File: src/rtl/fsm_trace_monitor.sv
// rtl/fsm_trace_monitor.sv - passive observer of the five-state controller: visits, transitions, illegal/Z checks
// Optional state history shift register enabled by FSM_MON_HISTORY_EN.
module fsm_trace_monitor #(
  parameter int CW     = 8,
  parameter int HIST_D = 4
) (
  input  logic                KEY0,
  input  logic                KEY1,
  input  logic [2:0]          State,
  input  logic [1:0]          Z,
  input  logic [2:0]          sel,
  output logic [CW-1:0]       visit_cnt,
  output logic [CW-1:0]       trans_cnt,
  output logic                started,
  output logic                illegal_flag,
  output logic [2:0]          illegal_from,
  output logic [2:0]          illegal_to,
  output logic                z_err_flag,
  output logic [3*HIST_D-1:0] history
);

  localparam logic [CW-1:0] CNT_ONE = CW'(1);
  localparam logic [CW-1:0] CNT_MAX = {CW{1'b1}};

  logic [CW-1:0] visit_q [5];
  logic [CW-1:0] visit_d [5];
  logic [CW-1:0] trans_q, trans_d;
  logic          started_q, started_d;
  logic [2:0]    prev_q, prev_d;
  logic          illegal_q, illegal_d;
  logic [2:0]    from_q, from_d;
  logic [2:0]    to_q, to_d;
  logic          zerr_q, zerr_d;

  logic valid_state;
  logic state_changed;
  logic illegal_evt;
  logic z_bad;

  function automatic logic trans_ok(input logic [2:0] f, input logic [2:0] t);
    if (t == f || t == 3'd0) return 1'b1;
    case ({f, t})
      6'o01, 6'o03, 6'o12, 6'o21, 6'o23, 6'o31, 6'o34, 6'o41: return 1'b1;
      default: return 1'b0;
    endcase
  endfunction

  function automatic logic [1:0] z_req(input logic [2:0] s);
    case (s)
      3'd0:    return 2'b01;
      3'd1:    return 2'b10;
      3'd4:    return 2'b11;
      default: return 2'b00;
    endcase
  endfunction

  always_comb begin
    valid_state   = (State <= 3'd4);
    // The very first sample has no predecessor, so it never counts as a change.
    state_changed = started_q && (State != prev_q);
    illegal_evt   = !valid_state || (started_q && !trans_ok(prev_q, State));
    z_bad         = !valid_state || (Z != z_req(State));

    for (int i = 0; i < 5; i++) visit_d[i] = visit_q[i];
    trans_d   = trans_q;
    started_d = 1'b1;
    prev_d    = State;
    illegal_d = illegal_q;
    from_d    = from_q;
    to_d      = to_q;
    zerr_d    = zerr_q | z_bad;

    if (state_changed && trans_q != CNT_MAX) trans_d = trans_q + CNT_ONE;

    if (valid_state && (!started_q || state_changed)) begin
      for (int i = 0; i < 5; i++) begin
        if (State == 3'(i) && visit_q[i] != CNT_MAX) visit_d[i] = visit_q[i] + CNT_ONE;
      end
    end

    if (illegal_evt) begin
      illegal_d = 1'b1;
      if (!illegal_q) begin
        from_d = prev_q;
        to_d   = State;
      end
    end
  end

  always_ff @(posedge KEY0 or negedge KEY1) begin
    if (!KEY1) begin
      for (int i = 0; i < 5; i++) visit_q[i] <= '0;
      trans_q   <= '0;
      started_q <= 1'b0;
      prev_q    <= 3'd0;
      illegal_q <= 1'b0;
      from_q    <= 3'd0;
      to_q      <= 3'd0;
      zerr_q    <= 1'b0;
    end else begin
      for (int i = 0; i < 5; i++) visit_q[i] <= visit_d[i];
      trans_q   <= trans_d;
      started_q <= started_d;
      prev_q    <= prev_d;
      illegal_q <= illegal_d;
      from_q    <= from_d;
      to_q      <= to_d;
      zerr_q    <= zerr_d;
    end
  end

  always_comb begin
    case (sel)
      3'd0:    visit_cnt = visit_q[0];
      3'd1:    visit_cnt = visit_q[1];
      3'd2:    visit_cnt = visit_q[2];
      3'd3:    visit_cnt = visit_q[3];
      3'd4:    visit_cnt = visit_q[4];
      default: visit_cnt = '0;
    endcase
  end

  assign trans_cnt    = trans_q;
  assign started      = started_q;
  assign illegal_flag = illegal_q;
  assign illegal_from = from_q;
  assign illegal_to   = to_q;
  assign z_err_flag   = zerr_q;

`ifdef FSM_MON_HISTORY_EN
  logic [3*HIST_D-1:0] hist_q, hist_d;

  always_comb begin
    hist_d = {hist_q[3*HIST_D-4:0], State};
  end

  always_ff @(posedge KEY0 or negedge KEY1) begin
    if (!KEY1) hist_q <= '0;
    else       hist_q <= hist_d;
  end

  assign history = hist_q;
`else
  assign history = '0;
`endif

endmodule

File: config.mk
export PLATFORM = sky130hd
export DESIGN_NAME = fsm_trace_monitor
export DESIGN_NICKNAME = d
export VERILOG_FILES = /design/src/rtl/fsm_trace_monitor.sv
export SDC_FILE = /design/constraint.sdc
export NUM_CORES = 1
export LEC_CHECK = 0
export ABC_CLOCK_PERIOD_IN_PS = 2600
export BUFFER_PORTS_ARGS = -buffer_cell sky130_fd_sc_hd__buf_2
export CAP_MARGIN = 20
export CORE_MARGIN = 1
export CORE_UTILIZATION = 39
export CTS_CLUSTER_SIZE = 24
export DETAILED_ROUTE_END_ITERATION = 10
export GPL_TIMING_DRIVEN = 0
export PLACE_DENSITY_LB_ADDON = 0.3
export SLEW_MARGIN = 20
export SYNTH_ARGS = -nofsm -noshare
export SYNTH_HDL_FRONTEND = slang
export SYNTH_SLANG_ARGS = --single-unit
File: constraint.sdc
create_clock -name KEY0 -period 2.6 [get_ports KEY0]
set_clock_uncertainty 0.15 [all_clocks]
set_input_delay 0.26 -clock KEY0 [delete_from_list [all_inputs] [get_ports KEY0]]
set_output_delay 0.26 -clock KEY0 [all_outputs]
set_load 0.05 [all_outputs]
Yosys cells after proc, flatten, opt, wreduce, memory -nomap -nowiden
Index checks and enable logic that the tools add are counted.
{"block": "classes", "addsub": 6, "n_mux": 6, "n_bitwise": 2, "n_lt_le_gt_ge": 1, "n_eq_ne": 25, "reduce_logical": 25}
{"cell": "$add A8 B1 Y8 const B", "count": 6}
{"cell": "$ne A8 B8 Y1 const B", "count": 6}
{"cell": "$pmux W8 S5", "count": 1}
{"cell": "$eq A6 B5 Y1 const B", "count": 4}
{"cell": "$eq A3 B2 Y1 const B", "count": 4}
{"cell": "$reduce_and A2 Y1", "count": 6}
{"cell": "$logic_and A1 B1 Y1", "count": 9}
{"cell": "$reduce_or A8 Y1", "count": 1}
{"cell": "$eq A3 B1 Y1 const B", "count": 2}
{"cell": "$eq A3 B3 Y1 const B", "count": 2}
{"cell": "$eq A6 B1 Y1 const B", "count": 1}
{"cell": "$eq A6 B2 Y1 const B", "count": 1}
{"cell": "$eq A6 B4 Y1 const B", "count": 1}
{"cell": "$eq A6 B6 Y1 const B", "count": 1}
{"cell": "$logic_not A3 Y1", "count": 2}
{"cell": "$pmux W2 S3", "count": 1}
{"cell": "$logic_or A1 B1 Y1", "count": 4}
{"cell": "$mux W1", "count": 4}
{"cell": "$eq A3 B3 Y1", "count": 1}
{"cell": "$le A3 B3 Y1 const B", "count": 1}
{"cell": "$logic_not A1 Y1", "count": 3}
{"cell": "$ne A3 B3 Y1", "count": 1}
{"cell": "$ne A2 B2 Y1", "count": 1}
{"cell": "$not A1 Y1", "count": 1}
{"cell": "$or A1 B1 Y1", "count": 1}
{"block": "word_totals", "reg_bits": 60, "out_inout_bits": 37, "word_cells": 77}

Depth between registers and ports, before layout
Gate-level depths: netlist of run 1.
{"block": "logic_depth", "depth_word": 8, "depth_mapped": 7, "ltp_nobuf": 6}

Worst setup path before layout of run 1
Ideal clock, no wire load.
{"block": "synth_timing", "path_kind": "input-to-output", "start": "input port sel[2]", "end": "output port visit_cnt[0]", "path_buffers": 1, "t_required_ns": 2.190, "arrival_time_ns": 1.793, "path_stages": 5, "path_slack_ns": 0.397, "cell_sequence": "clkbuf_1 > inv_1 > nor2_1 > a22oi_1 > o22ai_1"}
{"block": "synth_between", "elab_chain_cells": 2}
{"element": "start: declaration", "line_no": "11", "source": "input logic [2:0] sel,"}
{"element": "$eq A3 B3 Y1 (tied with other cells)", "line_no": "113", "source": "case (sel)"}
{"element": "$pmux W8 S5 (*)", "line_no": "113"}
{"element": "end: declaration", "line_no": "12", "source": "output logic [CW-1:0] visit_cnt,"}
Every way passes the cells marked *; elsewhere a longest branch is shown, timed or not.

Final worst setup path of run 1
{"block": "layout_timing", "start": "input port State[1]", "end": "register visit_q[1] in the netlist's numbering"}
{"block": "layout_between", "elab_chain_cells": 5}
{"element": "start: declaration", "line_no": "9", "source": "input logic [2:0] State,"}
{"element": "branches (longest 4 deep; another with $le A3 B3 Y1)"}
{"element": "$reduce_and A2 Y1 (no line) (*)"}
{"element": "end: declaration", "line_no": "25", "source": "logic [CW-1:0] visit_q [5];"}
Every way passes the cells marked *.
A chain may end at the register's enable or synchronous reset.

==> run_results.csv, run 1 <==
group,metric,value,unit
detailed_routing,drt_first_iter_violations,121,
synth,synthTopCellsByArea,"dfrtp_1, xnor2_1, nand2_1, mux2_2, nand4_1",
synth,seq_area_frac_synth,0.447,
clock_tree,root_buffer,"clkbuf_8",
sta,fmax,0.441,GHz
pwr,power.density,819,mW/mm^2
sta,grt_setup_unrepaired,"no",
clock_tree,insertion_delay,0.33,ns
floorplanning,rows,33,
detailed_routing,antenna_left,0,
floorplanning,dieArea,0.00899,mm^2
worst_setup_path,crit_fanout,8,
global_route,grt_pass1_wl,11.6,mm
layout,final_cell_mix,"dfrtp_1, buf_2, nand2_1",
place,gp_congestion,0.893,
clock_tree,post-cts-setup-buffers,0,
sta,final.setup.worst_slack,0.332,ns
synth,synth_area_leader_cell,"dfrtp_1",
layout,drive_above_1_share,0.216,
layout,num-nets-final,405,
detailed_routing,drcViolationCount,0,
synth,synth.avg_cell_area,10.1,um^2
layout,num_antenna_cells,0,
detailed_routing,wl,6.93,mm
sta,tns,0,ns
synth,synth_cell_types,51,
global_route,grt.total_usage,0.169,
floorplanning,start_util,0.407,
sta,hold_violations,0,
layout,final_cell_area,0.00393,mm^2
pwr,peakVddDrop,0.000377,V
detailed_routing,dr_total_vias,2579,
floorplanning,io_pins,47,
pwr,total_power,3.22,mW
global_route,antenna_found_initial,0,
run_status,status,"finished, final reports clean",
synth,ys_seq_elements,60,
synth,ys_async_sr_fraction,1.00,
sta,fin_crit,2.27,ns
worst_setup_path,worstSetupEndpointType,"flop",
sta,finalSetupViolations,0,
place,dp_slack,0.474,ns
clock_tree,htree_num_levels,3,
clock_tree,clock_sinks,60,
global_route,grt_pass1_vias,2337,
layout,final_common_cell,"dfrtp_1",
sta,worstMarginPinSlew,0.782,ns
detailed_routing,first_pass_iters,4,
floorplanning,die_h,94.8,um
global_route,overflow,0,
flow_run,cap_viol_max_count,0,
synth,synth_flop_cell,"dfrtp_1",
worst_setup_path,crit_path_start_kind,"input port",
layout,final_core_util,0.475,
sta,slew_headroom,0.479,
clock_tree,hold_buffers,4,
sta,finalMaxSlewViolations,0,
place,hpwlAfterDp,4.86,mm
worst_setup_path,worstSetupPathType,"in2reg",
floorplanning,core-area,0.00826,mm^2
floorplanning,die_x,94.8,um
synth,synth_warnings,0,
place,io_buffers,32,
min_path,min_path_type,"in2reg",
clock_tree,path_clk_slew,0.07,ns
clock_tree,cts_made_buffers,9,
detailed_routing,vias_per_cell,5.18,
synth,syn_area,0.00336,mm^2
synth,synth_cells,331,
worst_setup_path,required,2.67,ns
worst_setup_path,cp.arrival,2.34,ns
synth,synth-edff-count,0,
clock_tree,tritoncts,"yes",
detailed_routing,post_drt_wl_per_cell,13.9,um
sta,fin_crit_sh,0.872,
global_route,grt_max_degree,61,
layout,syn_to_final_growth,16.8,%
synth,yosysTopAreaCellShare,0.447,
clock_tree,clock_path_buffers,2,
place,placed_cell_area,0.00369,mm^2
clock_tree,post_cts_resized,0,
pwr,p_leak,1.77,nW
## worst max-delay path, stage by stage
cell and delay, ns:
dlygate4sd3_1 0.53, buf_2 0.14, xnor2_1 0.34, nand4_2 0.30, and4_1 0.28, buf_2 0.18, mux2_4 0.30
## power breakdown
group	total [mW]	switching (mW)	internal (mW)	leakage, nW
sequential	1.45	0.304	1.15	0.749
clock	0.814	0.356	0.458	0.0979
combinational	0.947	0.583	0.364	0.923
total	3.22	1.24	1.97	1.77
## routing by layer
layer	GRT usage	up-vias	wire length, um
met5	0	-	0
met4	0.0530	0	56
met3	0.0451	5	366
met2	0.258	71	3120
met1	0.233	1222	3390
li1	-	1281	-
## final timing paths
| path | from | end | slack, ns | cells after the start |
|---|---|---|---|---|
| worst min-delay path | Z[1] | z_err_flag$_DFF_PN0_ | 0.18 | 5 |
| worst max-delay path | State[1] | visit_q[1]$_DFFE_PN0P_ | 0.33 | 7 |
| min in group asynchronous | KEY1 | illegal_from[2]$_DFFE_PN0P_ | 0.38 | 2 |
| worst max register to register | prev_q[1]$_DFF_PN0_ | visit_q[1]$_DFFE_PN0P_ | 0.50 | 5 |
| worst min register to register | z_err_flag$_DFF_PN0_ | z_err_flag$_DFF_PN0_ | 0.31 | 1 |
| max in group asynchronous | KEY1 | visit_q[37]$_DFFE_PN0P_ | 1.38 | 2 |
## cell usage after synthesis, types with 7 or more instances
library cell	count
buf_4	12
and3_1	11
nor3_1	7
nand3_1	11
xnor2_1	31
mux2_2	11
nand2_1	34
dfrtp_1	60
nand4_1	19
nor2_1	11
a22oi_1	14
o22ai_1	8
o21ai_0	10
xor2_1	12
buf_2	7
## area by class of cell
class / count / area [um^2]
plain buffers: 27 / 163
clock buffers: 10 / 138
clock inverters: 5 / 52.6
fillers: 783 / 4330
inverters: 4 / 15.0
multi-input cells: 251 / 1720
flip-flops and latches: 60 / 1500
well taps: 105 / 131
repair buffers: 36 / 203
## registers in the layout, indices dropped and copies added (netlist names)
signal,cells
visit_q,40
trans_cnt,8
illegal_from,3
illegal_to,3
prev_q,3
illegal_flag,1
started,1
z_err_flag,1
## logic make-up (layout without fill, tap and decap cells)
group / count (synthesis) / count (layout) / synth area share
and+or+nand+nor: 125 / 125 / 0.208
DFF: 60 / 60 / 0.447
AOI/OAI and AO/OA: 47 / 47 / 0.0968
xor gates and xnor gates: 44 / 44 / 0.117
buffers and inverters: 31 / 82 / 0.0529
muxes: 16 / 16 / 0.0536
adders and majority gates: 6 / 6 / 0.0223
other: 2 / 13 / 0.00224
## metrics by stage
stage	hold WS, ns	std cells
6_report	0.179	498
2_1_floorplan	-0.186	342
3_5_place_dp	0.238	479
3_3_place_gp	0.244	479
5_1_grt	0.169	498
4_1_cts	0.157	498
(Power assumes the default switching activity.)
==> inputs of run 2 (changes only) <==
CORE_UTILIZATION = 54   (was 39)
PLACE_DENSITY = 0.85   (was not set)
PLACE_DENSITY_LB_ADDON = not set   (was 0.3)
==> run 2 against run 1 <==
Net effect:
- critical path depth unchanged
- sequential cell count is the same
- combinational power up 0.6%
- power decreased by 2.9%
- die area decreased by 27%
- largest power group unchanged
- highest routed layer unchanged
==> run_results.csv, run 2 (synthesis gave the netlist of run 1 again) <==
group,metric,value,unit
pwr,power.density,809,mW/mm^2
clock_tree,cts_made_buffers,9,
place,hpwlAfterDp,5.00,mm
sta,finalSetupViolations,0,
layout,final_cell_mix,"dfrtp_1, buf_2, nand2_1",
min_path,hold_depth,5,
clock_tree,clock_path_buffers,2,
worst_setup_path,required,2.67,ns
worst_setup_path,worstSetupEndpointType,"flop",
worst_setup_path,crit_path_start_kind,"input port",
worst_setup_path,worstSetupPathType,"in2reg",
worst_setup_path,reg2reg_depth,5,
min_path,min_path_type,"in2reg",
global_route,grt_pass1_wl,11.7,mm
sta,fin_crit,2.25,ns
detailed_routing,dr_total_vias,2608,
pwr,p_leak,1.76,nW
place,gp_congestion,0.901,
flow_run,cap_viol_max_count,0,
detailed_routing,drcViolationCount,0,
layout,largest_register_ffs,40,
worst_setup_path,crit_chain,"dlygate4sd3_1 -> buf_2 -> xnor2_1 -> nand4_2 -> and4_1 -> buf_2 -> mux2_4",
sta,tns,0,ns
sta,hold_violations,0,
sta,fin_crit_sh,0.866,
layout,num-nets-final,405,
layout,regArea,0.00150,mm^2
worst_setup_path,cpPeakStageDelay,0.54,ns
layout,final_common_cell,"dfrtp_1",
layout,num_antenna_cells,0,
worst_setup_path,crit_fanout,8,
place,io_buffers,32,
detailed_routing,wl,7.02,mm
clock_tree,post_cts_resized,0,
floorplanning,start_util,0.564,
global_route,grt_max_degree,61,
floorplanning,io_pins,47,
layout,syn_to_final_growth,14.9,%
sta,finalMaxSlewViolations,0,
pwr,peakVddDrop,0.000638,V
global_route,grt_pass1_vias,2575,
sta,worstMarginPinSlew,0.755,ns
clock_tree,clock_sinks,60,
global_route,antenna_found_initial,0,
global_route,overflow,0,
clock_tree,insertion_delay,0.34,ns
detailed_routing,vias_per_cell,5.56,
detailed_routing,drt_first_iter_violations,199,
pwr,total_power,3.12,mW
worst_setup_path,cpMostUsedCell,"buf_2",
floorplanning,die_x,80.9,um
global_route,grt.total_usage,0.237,
layout,regMostFlops,"visit_q",
layout,drive_above_1_share,0.208,
detailed_routing,first_pass_iters,4,
worst_setup_path,crit_family,"buffers and inverters",
floorplanning,die_h,80.9,um
sta,slew_headroom,0.497,
floorplanning,core-area,0.00596,mm^2
floorplanning,rows,28,
detailed_routing,post_drt_wl_per_cell,15.0,um
floorplanning,dieArea,0.00654,mm^2
clock_tree,tritoncts,"yes",
layout,final_core_util,0.648,
worst_setup_path,cp.arrival,2.32,ns
sta,grt_setup_unrepaired,"no",
clock_tree,path_clk_slew,0.06,ns
sta,fmax,0.444,GHz
layout,multi_input_area,0.00172,mm^2
clock_tree,htree_num_levels,3,
worst_setup_path,cp_num_cells,7,
clock_tree,root_buffer,"clkbuf_8",
layout,fillers,507,
run_status,status,"finished, final reports clean",
worst_setup_path,cpMaxStageDelayCell,"dlygate4sd3_1",
detailed_routing,antenna_left,0,
clock_tree,hold_buffers,4,
worst_setup_path,path_buf_inv,3,
clock_tree,post-cts-setup-buffers,0,
-- run 2: final timing paths --
check / endpoint / from / slack (ns)
worst min-delay path: z_err_flag$_DFF_PN0_ / Z[1] / 0.16
worst min register to register: z_err_flag$_DFF_PN0_ / z_err_flag$_DFF_PN0_ / 0.33
worst max-delay path: visit_q[1]$_DFFE_PN0P_ / State[1] / 0.35
worst max register to register: visit_q[1]$_DFFE_PN0P_ / prev_q[1]$_DFF_PN0_ / 0.53
max in group asynchronous: visit_q[28]$_DFFE_PN0P_ / KEY1 / 1.41
min in group asynchronous: trans_cnt[0]$_DFFE_PN0P_ / KEY1 / 0.38
-- run 2: cell type report --
cell class | instances | share of cell area
Tap cell | 75 | 0.0243
Clock buffer | 14 | 0.0395
Buffer | 27 | 0.0421
Sequential cell | 60 | 0.389
Inverter | 4 | 0.00389
Timing Repair Buffer | 36 | 0.0525
Clock inverter | 2 | 0.00259
Multi-Input combinational cell | 251 | 0.446
-- run 2: stage by stage --
step	setup slack, ns	hold WS, ns	instance area [um^2]	instances
finish	0.347	0.160	3860	469
global route	0.235	0.174	3860	469
CTS	0.343	0.152	3860	469
detailed placement	0.473	0.232	3660	449
global placement	0.503	0.252	3650	449
floorplan	0.397	-0.186	3400	342
-- run 2: worst reg2reg max path: stages (launching register included) --
cell     delay [ns]
dfrtp_1        0.42
xnor2_1        0.33
nand4_2        0.30
and4_1         0.27
buf_2          0.17
mux2_4         0.30
-- run 2: power breakdown --
group | total (mW) | switching [mW] | leakage, nW | internal [mW]
Combinational | 0.953 | 0.587 | 0.923 | 0.365
Clock | 0.720 | 0.350 | 0.0844 | 0.370
Sequential | 1.45 | 0.299 | 0.749 | 1.15
-- run 2: per-layer routing --
metal	share of wire	routed length [um]	track usage
met1	0.46	3260	0.302
met2	0.47	3310	0.381
met3	0.047	328	0.0629
met4	0.017	116	0.0982
met5	0	0	0
==> inputs of run 3 (changes only) <==
ABC_CLOCK_PERIOD_IN_PS = 2300   (was 2600)
clock period = 2.3 ns   (was 2.6 ns; I/O delays follow)
==> run 3 against run 2 <==
Net effect:
- worst setup slack worse by 0.27 ns
- register-to-register slack worse by 0.30 ns
- sequential power is 13% higher
- critical path type unchanged
==> run_results.csv, run 3 (synthesis gave the netlist of run 1 again) <==
group,metric,value,unit
detailed_routing,post_drt_wl_per_cell,15.1,um
run_status,status,"finished, final reports clean",
sta,fin_crit_sh,0.968,
pwr,p_leak,1.77,nW
pwr,pwr-share-clk,0.231,
worst_setup_path,crit_fanout,10,
detailed_routing,vias_per_cell,5.61,
clock_tree,path_clk_slew,0.07,ns
detailed_routing,drcViolationCount,0,
flow_run,cap_viol_max_count,0,
layout,regMostFlops,"visit_q",
detailed_routing,drt_first_iter_violations,158,
clock_tree,clock_path_buffers,2,
clock_tree,cts_made_buffers,9,
layout,num-nets-final,406,
sta,fin_crit,2.23,ns
sta,finalSetupViolations,0,
min_path,min_path_type,"in2reg",
worst_setup_path,worstSetupPathType,"in2reg",
sta,fmax,0.449,GHz
sta,final.setup.worst_slack,0.0747,ns
sta,slew_headroom,0.499,
worst_setup_path,crit_chain,"dlygate4sd3_1 -> buf_2 -> buf_6 -> xnor2_2 -> nand4_2 -> buf_4 -> o211a_1 -> buf_2 -> mux2_2",
global_route,grt.total_usage,0.237,
pwr,power.internal,2.13,mW
floorplanning,start_util,0.564,
clock_tree,clock_sinks,60,
worst_setup_path,worstSetupEndpointType,"flop",
pwr,p_switching,1.40,mW
floorplanning,core-area,0.00596,mm^2
sta,worstMarginPinSlew,0.752,ns
place,dp_slack,0.233,ns
global_route,grt_pass1_vias,2575,
worst_setup_path,required,2.38,ns
clock_tree,root_buffer,"clkbuf_8",
sta,grt_setup_unrepaired,"no",
clock_tree,insertion_delay,0.34,ns
sta,whs,0.117,ns
place,io_buffers,32,
global_route,grt_pass1_wl,11.7,mm
worst_setup_path,crit_path_start_kind,"input port",
floorplanning,rows,28,
detailed_routing,dr_total_vias,2636,
clock_tree,htree_num_levels,3,
layout,final_cell_mix,"dfrtp_1, buf_2, nand2_1",
pwr,swShare,0.396,
worst_setup_path,cpMostUsedCell,"buf_2",
detailed_routing,wl,7.09,mm
global_route,overflow,0,
worst_setup_path,cpMaxStageDelayCell,"dlygate4sd3_1",
pwr,power.density,913,mW/mm^2
pwr,total_power,3.54,mW
global_route,antenna_found_initial,0,
global_route,grt_max_degree,61,
worst_setup_path,cpPeakStageDelay,0.54,ns
pwr,combPwrFrac,0.305,
place,gp_congestion,0.901,
layout,largest_register_ffs,40,
detailed_routing,first_pass_iters,4,
sta,finalMaxSlewViolations,0,
layout,drive_above_1_share,0.213,
layout,final_common_cell,"dfrtp_1",
floorplanning,die_x,80.9,um
sta,hold_violations,0,
worst_setup_path,crit_family,"buffers and inverters",
detailed_routing,antenna_left,0,
layout,final_core_util,0.651,
clock_tree,tritoncts,"yes",
floorplanning,die_h,80.9,um
floorplanning,io_pins,47,
layout,syn_to_final_growth,15.3,%
place,hpwlAfterDp,5.00,mm
worst_setup_path,path_buf_inv,5,
layout,fillers,503,
pwr,peakVddDrop,0.000722,V
layout,num_antenna_cells,0,
floorplanning,dieArea,0.00654,mm^2
worst_setup_path,cp.arrival,2.30,ns
pwr,p_seq_frac,0.464,
sta,tns,0,ns
==> run 3: cell types whose count changed in the layout (fill, tap and decap cells not counted) <==
cell,delta
xnor2_2,+1
buf_4,+1
xnor2_1,-1
==> run 3: power by group through the flow <==
| stage | clock, mW | combinational (mW) | sequential [mW] |
|---|---|---|---|
| 2_1_floorplan | 0 | 0.659 | 1.76 |
| 3_3_place_gp | 0 | 1.04 | 1.63 |
| 3_5_place_dp | 0 | 1.07 | 1.65 |
| 4_1_cts | 0.826 | 1.08 | 1.63 |
| 5_1_grt | 0.879 | 1.18 | 1.69 |
| 6_report | 0.818 | 1.08 | 1.64 |
==> run 3: worst min-delay path: stages <==
cell and delay (ns):
buf_2 0.12, nor3_1 0.05, nand2_1 0.05, o21ai_0 0.07
nand2b_1 0.06
==> run 3: area by class of cell <==
type | instances | area, um^2 | share of cell area
inverters | 4 | 15.0 | 0.00387
clock buffers | 14 | 153 | 0.0394
flip-flops and latches | 60 | 1500 | 0.387
well taps | 75 | 93.8 | 0.0242
plain buffers | 27 | 163 | 0.0420
repair buffers | 37 | 210 | 0.0542
clock inverters | 2 | 10.0 | 0.00258
multi-input cells | 251 | 1730 | 0.446
==> run 3: routing by layer <==
layer  up-vias  GRT usage  share of wire
li1       1288          -              -
met4         0     0.0982          0.019
met2        85      0.381           0.47
met5         -          0              0
met3        13     0.0629          0.053
met1      1250      0.302           0.46
==> run 3: final timing paths <==
path                                      start                       end  slack [ns]  cells past startpoint
hold reg to reg            z_err_flag$_DFF_PN0_      z_err_flag$_DFF_PN0_        0.33                      1
min in group asynchronous                  KEY1  trans_cnt[1]$_DFFE_PN0P_        0.35                      2
setup / recovery                       State[2]   visit_q[17]$_DFFE_PN0P_        0.07                      9
setup reg to reg            prev_q[1]$_DFF_PN0_   visit_q[17]$_DFFE_PN0P_        0.23                      6
hold / removal                             Z[1]      z_err_flag$_DFF_PN0_        0.12                      5
max in group asynchronous                  KEY1    visit_q[0]$_DFFE_PN0P_        1.15                      2
==> run 3: what timing repair did <==
action,4_1_cts,5_1_grt
endpoints found under the hold margin,63,0
resized for setup,0,1
hold buffers,4,0
setup endpoints to repair,0,3
buffers inserted,0,1
==> run 3: stage by stage <==
step           std cells  area, um^2
2_1_floorplan        342        3400
3_3_place_gp         449        3650
3_5_place_dp         449        3660
4_1_cts              469        3860
5_1_grt              470        3870
6_report             470        3870
